File: config.mk
export PLATFORM = sky130hd
export DESIGN_NAME = sram_arbiter_flat
export DESIGN_NICKNAME = d
export VERILOG_FILES = /design/src/rtl/sram_arbiter_pkg.sv /design/src/rtl/sram_arbiter_if.sv /design/src/rtl/sram_arbiter_rr_arb2.sv /design/src/rtl/sram_arbiter.sv /design/src/flat_wrapper.sv
export SDC_FILE = /design/constraint.sdc
export NUM_CORES = 1
export LEC_CHECK = 0
export BUFFER_PORTS_ARGS = -buffer_cell sky130_fd_sc_hd__buf_2
export CORE_AREA = 2 2 117 119
export CTS_CLUSTER_SIZE = 24
export DETAILED_ROUTE_END_ITERATION = 8
export DIE_AREA = 0 0 119 121
export MAX_ROUTING_LAYER = met4
export PLACE_DENSITY_LB_ADDON = 0.25
export RECOVER_POWER = 50
export SYNTH_ARGS = -nofsm -noshare
export SYNTH_HDL_FRONTEND = slang
export SYNTH_SLANG_ARGS = --single-unit
File: constraint.sdc
create_clock -name clk -period 3.3 [get_ports clk]
set_clock_uncertainty 0.05 [all_clocks]
set_input_delay 0 -clock clk [delete_from_list [all_inputs] [get_ports clk]]
set_output_delay 0 -clock clk [all_outputs]
set_load 0.02 [all_outputs]
File: src/rtl/sram_arbiter_pkg.sv
// Shared types and default geometry for the two-port SRAM arbiter.
package sram_ctrl_pkg;

  localparam int DEF_BITS         = 32;
  localparam int DEF_WORDS        = 1024;
  localparam int DEF_ADRESS_WIDTH = 10;

  typedef enum logic [0:0] {
    ST_INIT = 1'b0,
    ST_RUN  = 1'b1
  } state_t;

  typedef struct packed {
    logic                        wen;
    logic [DEF_ADRESS_WIDTH-1:0] adress;
    logic [DEF_BITS-1:0]         din;
    logic [DEF_BITS-1:0]         mask;
  } req_t;

endpackage

File: src/rtl/sram_arbiter_if.sv
// Per-requester handshake bundle: request fields in, ready and read strobe back.
interface sram_arbiter_if #(
  parameter int BITS         = sram_ctrl_pkg::DEF_BITS,
  parameter int ADRESS_WIDTH = sram_ctrl_pkg::DEF_ADRESS_WIDTH
) ();

  logic                    valid;
  logic                    ready;
  logic                    wen;
  logic [ADRESS_WIDTH-1:0] adress;
  logic [BITS-1:0]         din;
  logic [BITS-1:0]         mask;
  logic                    rsp_valid;

  modport master (
    output valid, wen, adress, din, mask,
    input  ready, rsp_valid
  );

  modport slave (
    input  valid, wen, adress, din, mask,
    output ready, rsp_valid
  );

endinterface

File: src/rtl/sram_arbiter_rr_arb2.sv
// Two-way round-robin arbiter; on a tie the port that did not win last goes first.
module sram_rr_arb2 (
  input  logic       clk,
  input  logic       rst_n,
  input  logic [1:0] req,
  input  logic       accept,
  output logic [1:0] gnt,
  output logic       last
);

  logic last_q;

  // Grant selection: single requester wins outright, a tie goes to the port != last.
  always_comb begin
    gnt = 2'b00;
    if (req == 2'b11) begin
      gnt = last_q ? 2'b01 : 2'b10;
    end else begin
      gnt = req;
    end
  end

  // Last-winner register, moves only when a grant is actually taken.
  always_ff @(posedge clk) begin
    if (!rst_n) begin
      last_q <= 1'b1;
    end else if (accept) begin
      last_q <= gnt[1];
    end else begin
      last_q <= last_q;
    end
  end

  assign last = last_q;

endmodule

File: src/rtl/sram_arbiter.sv
// Owns the SRAM control pins: zero-fills the array after reset, then shares it
// round-robin between two requesters and tags read responses back to the winner.
module sram_arbiter
  import sram_ctrl_pkg::*;
#(
  parameter int BITS         = DEF_BITS,
  parameter int WORDS        = DEF_WORDS,
  parameter int ADRESS_WIDTH = DEF_ADRESS_WIDTH,
  parameter int INIT_EN      = 1
) (
  input  logic                    clk,
  input  logic                    rst_n,
  sram_arbiter_if.slave           p0,
  sram_arbiter_if.slave           p1,
  output logic [BITS-1:0]         rsp_dout,
  output logic                    init_done,
  output logic                    sram_cen,
  output logic                    sram_wen,
  output logic [ADRESS_WIDTH-1:0] sram_adress,
  output logic [BITS-1:0]         sram_din,
  output logic [BITS-1:0]         sram_mask,
  input  logic [BITS-1:0]         sram_dout
);

  localparam state_t                  RST_STATE = (INIT_EN != 0) ? ST_INIT : ST_RUN;
  localparam logic [ADRESS_WIDTH-1:0] LAST_ADR  = ADRESS_WIDTH'(WORDS - 1);

  state_t                  state_q, state_d;
  logic [ADRESS_WIDTH-1:0] init_adr_q, init_adr_d;
  logic                    init_done_q;
  logic                    rd_pend_q;

  logic       run_s;
  logic       init_s;
  logic [1:0] req_s;
  logic [1:0] gnt_s;
  logic       accept_s;
  logic       win_wen_s;
  logic       rd_port_s;

  // Pins are quiet while rst_n is low so nothing reaches the macro during reset.
  assign run_s  = rst_n & (state_q == ST_RUN);
  assign init_s = rst_n & (state_q == ST_INIT);
  assign req_s  = {p1.valid, p0.valid} & {2{run_s}};

  sram_rr_arb2 u_arb (
    .clk    (clk),
    .rst_n  (rst_n),
    .req    (req_s),
    .accept (accept_s),
    .gnt    (gnt_s),
    .last   (rd_port_s)
  );

  assign accept_s  = |gnt_s;
  assign win_wen_s = gnt_s[1] ? p1.wen : p0.wen;
  assign p0.ready  = gnt_s[0];
  assign p1.ready  = gnt_s[1];

  // last always names the most recent accepted port, so it doubles as the read tag.
  assign p0.rsp_valid = rst_n & rd_pend_q & ~rd_port_s;
  assign p1.rsp_valid = rst_n & rd_pend_q &  rd_port_s;
  assign rsp_dout     = sram_dout;
  assign init_done    = init_done_q;

  // SRAM pin mux: fill writes during INIT, otherwise the granted request.
  always_comb begin
    sram_cen    = 1'b1;
    sram_wen    = 1'b0;
    sram_adress = '0;
    sram_din    = '0;
    sram_mask   = '0;
    if (init_s) begin
      sram_cen    = 1'b0;
      sram_wen    = 1'b1;
      sram_adress = init_adr_q;
    end else if (gnt_s[0]) begin
      sram_cen    = 1'b0;
      sram_wen    = p0.wen;
      sram_adress = p0.adress;
      sram_din    = p0.din;
      sram_mask   = p0.mask;
    end else if (gnt_s[1]) begin
      sram_cen    = 1'b0;
      sram_wen    = p1.wen;
      sram_adress = p1.adress;
      sram_din    = p1.din;
      sram_mask   = p1.mask;
    end else begin
      sram_cen = 1'b1;
    end
  end

  // Next-state logic for the fill counter and INIT -> RUN transition.
  always_comb begin
    state_d    = state_q;
    init_adr_d = init_adr_q;
    case (state_q)
      ST_INIT: begin
        if (init_adr_q == LAST_ADR) begin
          state_d = ST_RUN;
        end else begin
          init_adr_d = init_adr_q + ADRESS_WIDTH'(1);
        end
      end
      ST_RUN: begin
        state_d = ST_RUN;
      end
      default: begin
        state_d    = RST_STATE;
        init_adr_d = '0;
      end
    endcase
  end

  // FSM, fill counter, init_done flag and read-pending tag.
  always_ff @(posedge clk) begin
    if (!rst_n) begin
      state_q     <= RST_STATE;
      init_adr_q  <= '0;
      init_done_q <= 1'b0;
      rd_pend_q   <= 1'b0;
    end else begin
      state_q     <= state_d;
      init_adr_q  <= init_adr_d;
      init_done_q <= (state_q == ST_RUN);
      rd_pend_q   <= accept_s & ~win_wen_s;
    end
  end

endmodule

File: src/flat_wrapper.sv
// flat-port wrapper written by rule: the top's interface ports become plain ports
module sram_arbiter_flat import sram_ctrl_pkg::*;
#(
  parameter int BITS         = DEF_BITS,
  parameter int WORDS        = DEF_WORDS,
  parameter int ADRESS_WIDTH = DEF_ADRESS_WIDTH,
  parameter int INIT_EN      = 1
)
  (clk, rst_n, rsp_dout, init_done, sram_cen, sram_wen, sram_adress, sram_din, sram_mask, sram_dout, p0_valid, p0_wen, p0_adress, p0_din, p0_mask, p0_ready, p0_rsp_valid, p1_valid, p1_wen, p1_adress, p1_din, p1_mask, p1_ready, p1_rsp_valid);
  sram_arbiter_if #(.BITS(BITS), .ADRESS_WIDTH(ADRESS_WIDTH)) p0_i ();
  sram_arbiter_if #(.BITS(BITS), .ADRESS_WIDTH(ADRESS_WIDTH)) p1_i ();
  input  logic clk;
  input  logic rst_n;
  output logic [BITS-1:0] rsp_dout;
  output logic init_done;
  output logic sram_cen;
  output logic sram_wen;
  output logic [ADRESS_WIDTH-1:0] sram_adress;
  output logic [BITS-1:0] sram_din;
  output logic [BITS-1:0] sram_mask;
  input  logic [BITS-1:0] sram_dout;
  input wire logic [$bits(p0_i.valid)-1:0] p0_valid;
  input wire logic [$bits(p0_i.wen)-1:0] p0_wen;
  input wire logic [$bits(p0_i.adress)-1:0] p0_adress;
  input wire logic [$bits(p0_i.din)-1:0] p0_din;
  input wire logic [$bits(p0_i.mask)-1:0] p0_mask;
  output wire logic [$bits(p0_i.ready)-1:0] p0_ready;
  output wire logic [$bits(p0_i.rsp_valid)-1:0] p0_rsp_valid;
  input wire logic [$bits(p1_i.valid)-1:0] p1_valid;
  input wire logic [$bits(p1_i.wen)-1:0] p1_wen;
  input wire logic [$bits(p1_i.adress)-1:0] p1_adress;
  input wire logic [$bits(p1_i.din)-1:0] p1_din;
  input wire logic [$bits(p1_i.mask)-1:0] p1_mask;
  output wire logic [$bits(p1_i.ready)-1:0] p1_ready;
  output wire logic [$bits(p1_i.rsp_valid)-1:0] p1_rsp_valid;
  assign p0_i.valid = p0_valid;
  assign p0_i.wen = p0_wen;
  assign p0_i.adress = p0_adress;
  assign p0_i.din = p0_din;
  assign p0_i.mask = p0_mask;
  assign p0_ready = p0_i.ready;
  assign p0_rsp_valid = p0_i.rsp_valid;
  assign p1_i.valid = p1_valid;
  assign p1_i.wen = p1_wen;
  assign p1_i.adress = p1_adress;
  assign p1_i.din = p1_din;
  assign p1_i.mask = p1_mask;
  assign p1_ready = p1_i.ready;
  assign p1_rsp_valid = p1_i.rsp_valid;
  sram_arbiter #(.BITS(BITS), .WORDS(WORDS), .ADRESS_WIDTH(ADRESS_WIDTH), .INIT_EN(INIT_EN)) u_core (.clk(clk), .rst_n(rst_n), .p0(p0_i), .p1(p1_i), .rsp_dout(rsp_dout), .init_done(init_done), .sram_cen(sram_cen), .sram_wen(sram_wen), .sram_adress(sram_adress), .sram_din(sram_din), .sram_mask(sram_mask), .sram_dout(sram_dout));
endmodule
==> impl_metrics.toml <==
[die]
die_width_um = 119
die_y_um = 121
die_area_um2 = 14400
core_rows = 42
coreArea_um2 = 13100
initial_utilization_pct = 14.7
floorplan.io_pins = 299

[cells_and_area]
multiInputGateArea_um2 = 1200
fin_nets = 637
area.growth.synth_to_final_pct = 71.4
layout.filler_cells = 1443
post_route_cells_drive_above_1_share_pct = 50.4
commonest_non_fill_non_tap_cell_in_the_layout = "sky130_fd_sc_hd__buf_2"
most_used_cells_in_the_layout_excluding_fill_and_tap_cells = "219 x sky130_fd_sc_hd__buf_2, 64 x sky130_fd_sc_hd__a22o_1, 32 x sky130_fd_sc_hd__dlygate4sd3_1, 16 x sky130_fd_sc_hd__clkbuf_1, 14 x sky130_fd_sc_hd__dfxtp_1"
stdcell_count = 626
sequential_cell_area_um2 = 280

[worst_setup_path]
timing.critical_path.max_delay_family = "simple AND/OR/NAND/NOR gates"
critPathKind = "reg -> out"
rr_worst_depth = 4
critical_path_cell_count = 4
critPathMaxFanout = 76
cpMaxStageDelayCell = "sky130_fd_sc_hd__and3_2"
cp-startpoint = "u_core.state_q$_SDFF_PN0_"
critPathCaptureType = "output port"
worst-endpoint-arrival_ns = 2.56
critical_path.n_buffers_inverters = 1
timing.reg2reg.setup_slack_ns = 1.54
reg2reg_from = "u_core.state_q$_SDFF_PN0_"
reg2reg_to = "u_core.init_adr_q[9]$_SDFFE_PN0P_"
cp_data_required_time_ns = 3.25
max_incr_delay_on_cp_ns = 1.16
crit_path_start_kind = "flip-flop"
crit_path_end = "sram_adress[4]"
path_cells = "and2_0, and3_2, a221o_1, clkbuf_1"

[grt]
antenna_found_initial = 2
grt_pass1_vias = 2645
global_route_wire_length_before_repair_mm = 15.8
gr-usage-all-layers_pct = 14.5
grt_max_degree = 77
globalRouteOverflowTotal = 0

[timing]
worst-slew-pin-transition_ns = 1.44
hold_violations = 0
setup_total_negative_slack_ns = 0
final.min_clock_period_ns = 2.61
slew_headroom_pct = 4.28
worst_hold_slack_across_all_endpoints_ns = 0.0495
highest_clock_rate_mhz = 383
timing.final.setup_violations = 0
fin_crit_sh_pct = 79.1
grt_setup_unrepaired = "false"
post-route-worst-setup-slack_ns = 0.691
slew_viol_final = 0

[synthesis]
synthMuxAreaShare_pct = 0
avg_inst_size_synth_um2 = 8.28
postSynth.topFlopCell = "sky130_fd_sc_hd__dfxtp_1"
synth_cells = 232
synth-adder-area-share_pct = 0.651
synth_enable_flop_cells = 0
register_bit_count_reported_by_yosys = 14
syn_nets = 419
area_share_of_xor_xnor_cells_in_the_synthesized_design_pct = 0
share_of_the_synthesized_area_in_compound_gates_ao_oa_aoi_oai_pct = 42.7
largest_family_of_logic_cells_by_synthesized_area = "compound AO/OA/AOI/OAI gates"
yosysWarningCount = 0
synth.distinct_cells = 42
synth_seq_area_share_pct = 14.6
synth_simple_gate_area_share_pct = 19.4
postSynth.asyncResetShare_pct = 0
mappedNetlistArea_um2 = 1920

[clock_tree]
cts-root-buf = "sky130_fd_sc_hd__clkbuf_16"
clkLatencyLatePin_ns = 0.24
number_of_clock_sinks_seen_by_cts = 14
postcts_resize_cnt = 0
cts_buffers = 3
cts.clk_slew.worst_paths_ns = 0.04
maximum_root_to_sink_buffer_count = 2
cts_tree = "done"
htree_levels = 1

[place]
dp_cells = 589
worst_setup_slack_post_dpl_ns = 1.44
portBuffers = 234
routability_cong = 0.872
place.detailed.hpwl_mm = 9.48

[drt]
antenna_violating_nets_post_route = 0
dr_total_vias = 2838
finalWirelength_mm = 11.6
via_per_inst = 4.53
detail_route.iter0.violations = 138
dr_wl_met2_mm = 6.23
detail_route.first_pass.iterations = 4
route.layer.met1.wl_mm = 4.46
drc = 0
wl_met3_um = 642
detail_route.wl_per_cell_um = 18.6
route.top_layer_used = "met4"

[min_path]
hold_path.class = "in -> reg"

[run_status]
status = "finished, final reports clean"

[pwr]
power.leakage_uw = 0.00172
power.density_nw_per_um2 = 209
vdd.ir_drop.worst_mv = 0.125

[job]
max-cap-violations = 0
[worst min-delay path by stage]
stage                  start  cells after the start                        endpoint  slack (ns)
3_3_place_gp   sram_dout[26]                      0                    rsp_dout[26]       -0.05
3_5_place_dp   sram_dout[26]                      0                    rsp_dout[26]       -0.05
2_1_floorplan   sram_dout[0]                      1                     rsp_dout[0]        0.06
6_report               rst_n                      2  u_core.u_arb.last$_SDFFE_PN1P_        0.05
5_1_grt                rst_n                      2  u_core.u_arb.last$_SDFFE_PN1P_        0.07
4_1_cts                rst_n                      2  u_core.u_arb.last$_SDFFE_PN1P_        0.05
[cells by family (layout without fill, tap and decap cells)]
group	after synthesis	count (layout)
other cells	0	2
flops	14	14
simple gates	62	62
buf+inv	59	275
compound gates	96	96
fa+ha+maj	1	1
[state kept, by name, summed over array words and instances, names as in the netlist]
register / count
u_core.rd_pend_q: 1
u_core.init_adr_q: 10
u_core.state_q: 1
u_core.u_arb.last: 1
u_core.init_done: 1
[stage by stage]
step	utilization, %	total power, uW	area [um^2]
2_1_floorplan	-	331	1920
3_3_place_gp	22.3	407	2920
3_5_place_dp	22.3	407	2920
4_1_cts	25.3	696	3320
5_1_grt	25.2	723	3290
6_report	25.2	689	3290
[cell usage after synthesis, types with 4 or more instances]
cell type	n	area share (%)
sky130_fd_sc_hd__a22o_1	64	29
sky130_fd_sc_hd__and2_1	9	2.9
sky130_fd_sc_hd__a221o_1	11	5.7
sky130_fd_sc_hd__nor3_1	4	1.0
sky130_fd_sc_hd__buf_2	8	2.1
sky130_fd_sc_hd__buf_4	36	14
sky130_fd_sc_hd__and3_1	5	1.6
sky130_fd_sc_hd__o21ai_0	4	1.0
sky130_fd_sc_hd__inv_1	4	0.78
sky130_fd_sc_hd__nand2_1	12	2.3
sky130_fd_sc_hd__buf_6	9	5.3
sky130_fd_sc_hd__nand3_1	4	1.0
sky130_fd_sc_hd__or4_1	4	1.6
sky130_fd_sc_hd__dfxtp_1	14	15
[report_power, final]
group | leakage, uW | switching (uW) | total (uW) | internal (uW)
Sequential | 0.000114 | 24.3 | 207 | 183
Clock | 0.0000370 | 67.3 | 226 | 158
Combinational | 0.00157 | 127 | 256 | 129
[repair_timing]
item                      4_1_cts  5_1_grt
hold buffers                   32        0
hold endpoints to repair       32        0
setup buffers                   0        0
[worst reg2reg max path, cell delays in order (launching register included)]
cell	delay, ns
sky130_fd_sc_hd__dfxtp_1	0.30
sky130_fd_sc_hd__clkbuf_1	0.33
sky130_fd_sc_hd__nand3b_1	0.32
sky130_fd_sc_hd__or4_1	0.52
sky130_fd_sc_hd__o211a_1	0.14
[final cells by class]
type	instances	share of cell area, %
inverters	4	0.456
multi-input cells	159	36.4
repair buffers	268	45.5
clock buffers	3	2.28
diodes	2	0.152
well taps	176	6.69
flip-flops and latches	14	8.51
[per-layer routing]
layer | up-vias | GRT usage, %
li1 | 1322 | -
met2 | 133 | 26.4
met4 | 0 | 4.84
met3 | 18 | 2.07
met1 | 1365 | 16.3
met5 | - | -
No activity file was read; power rests on OpenSTA's default activity.
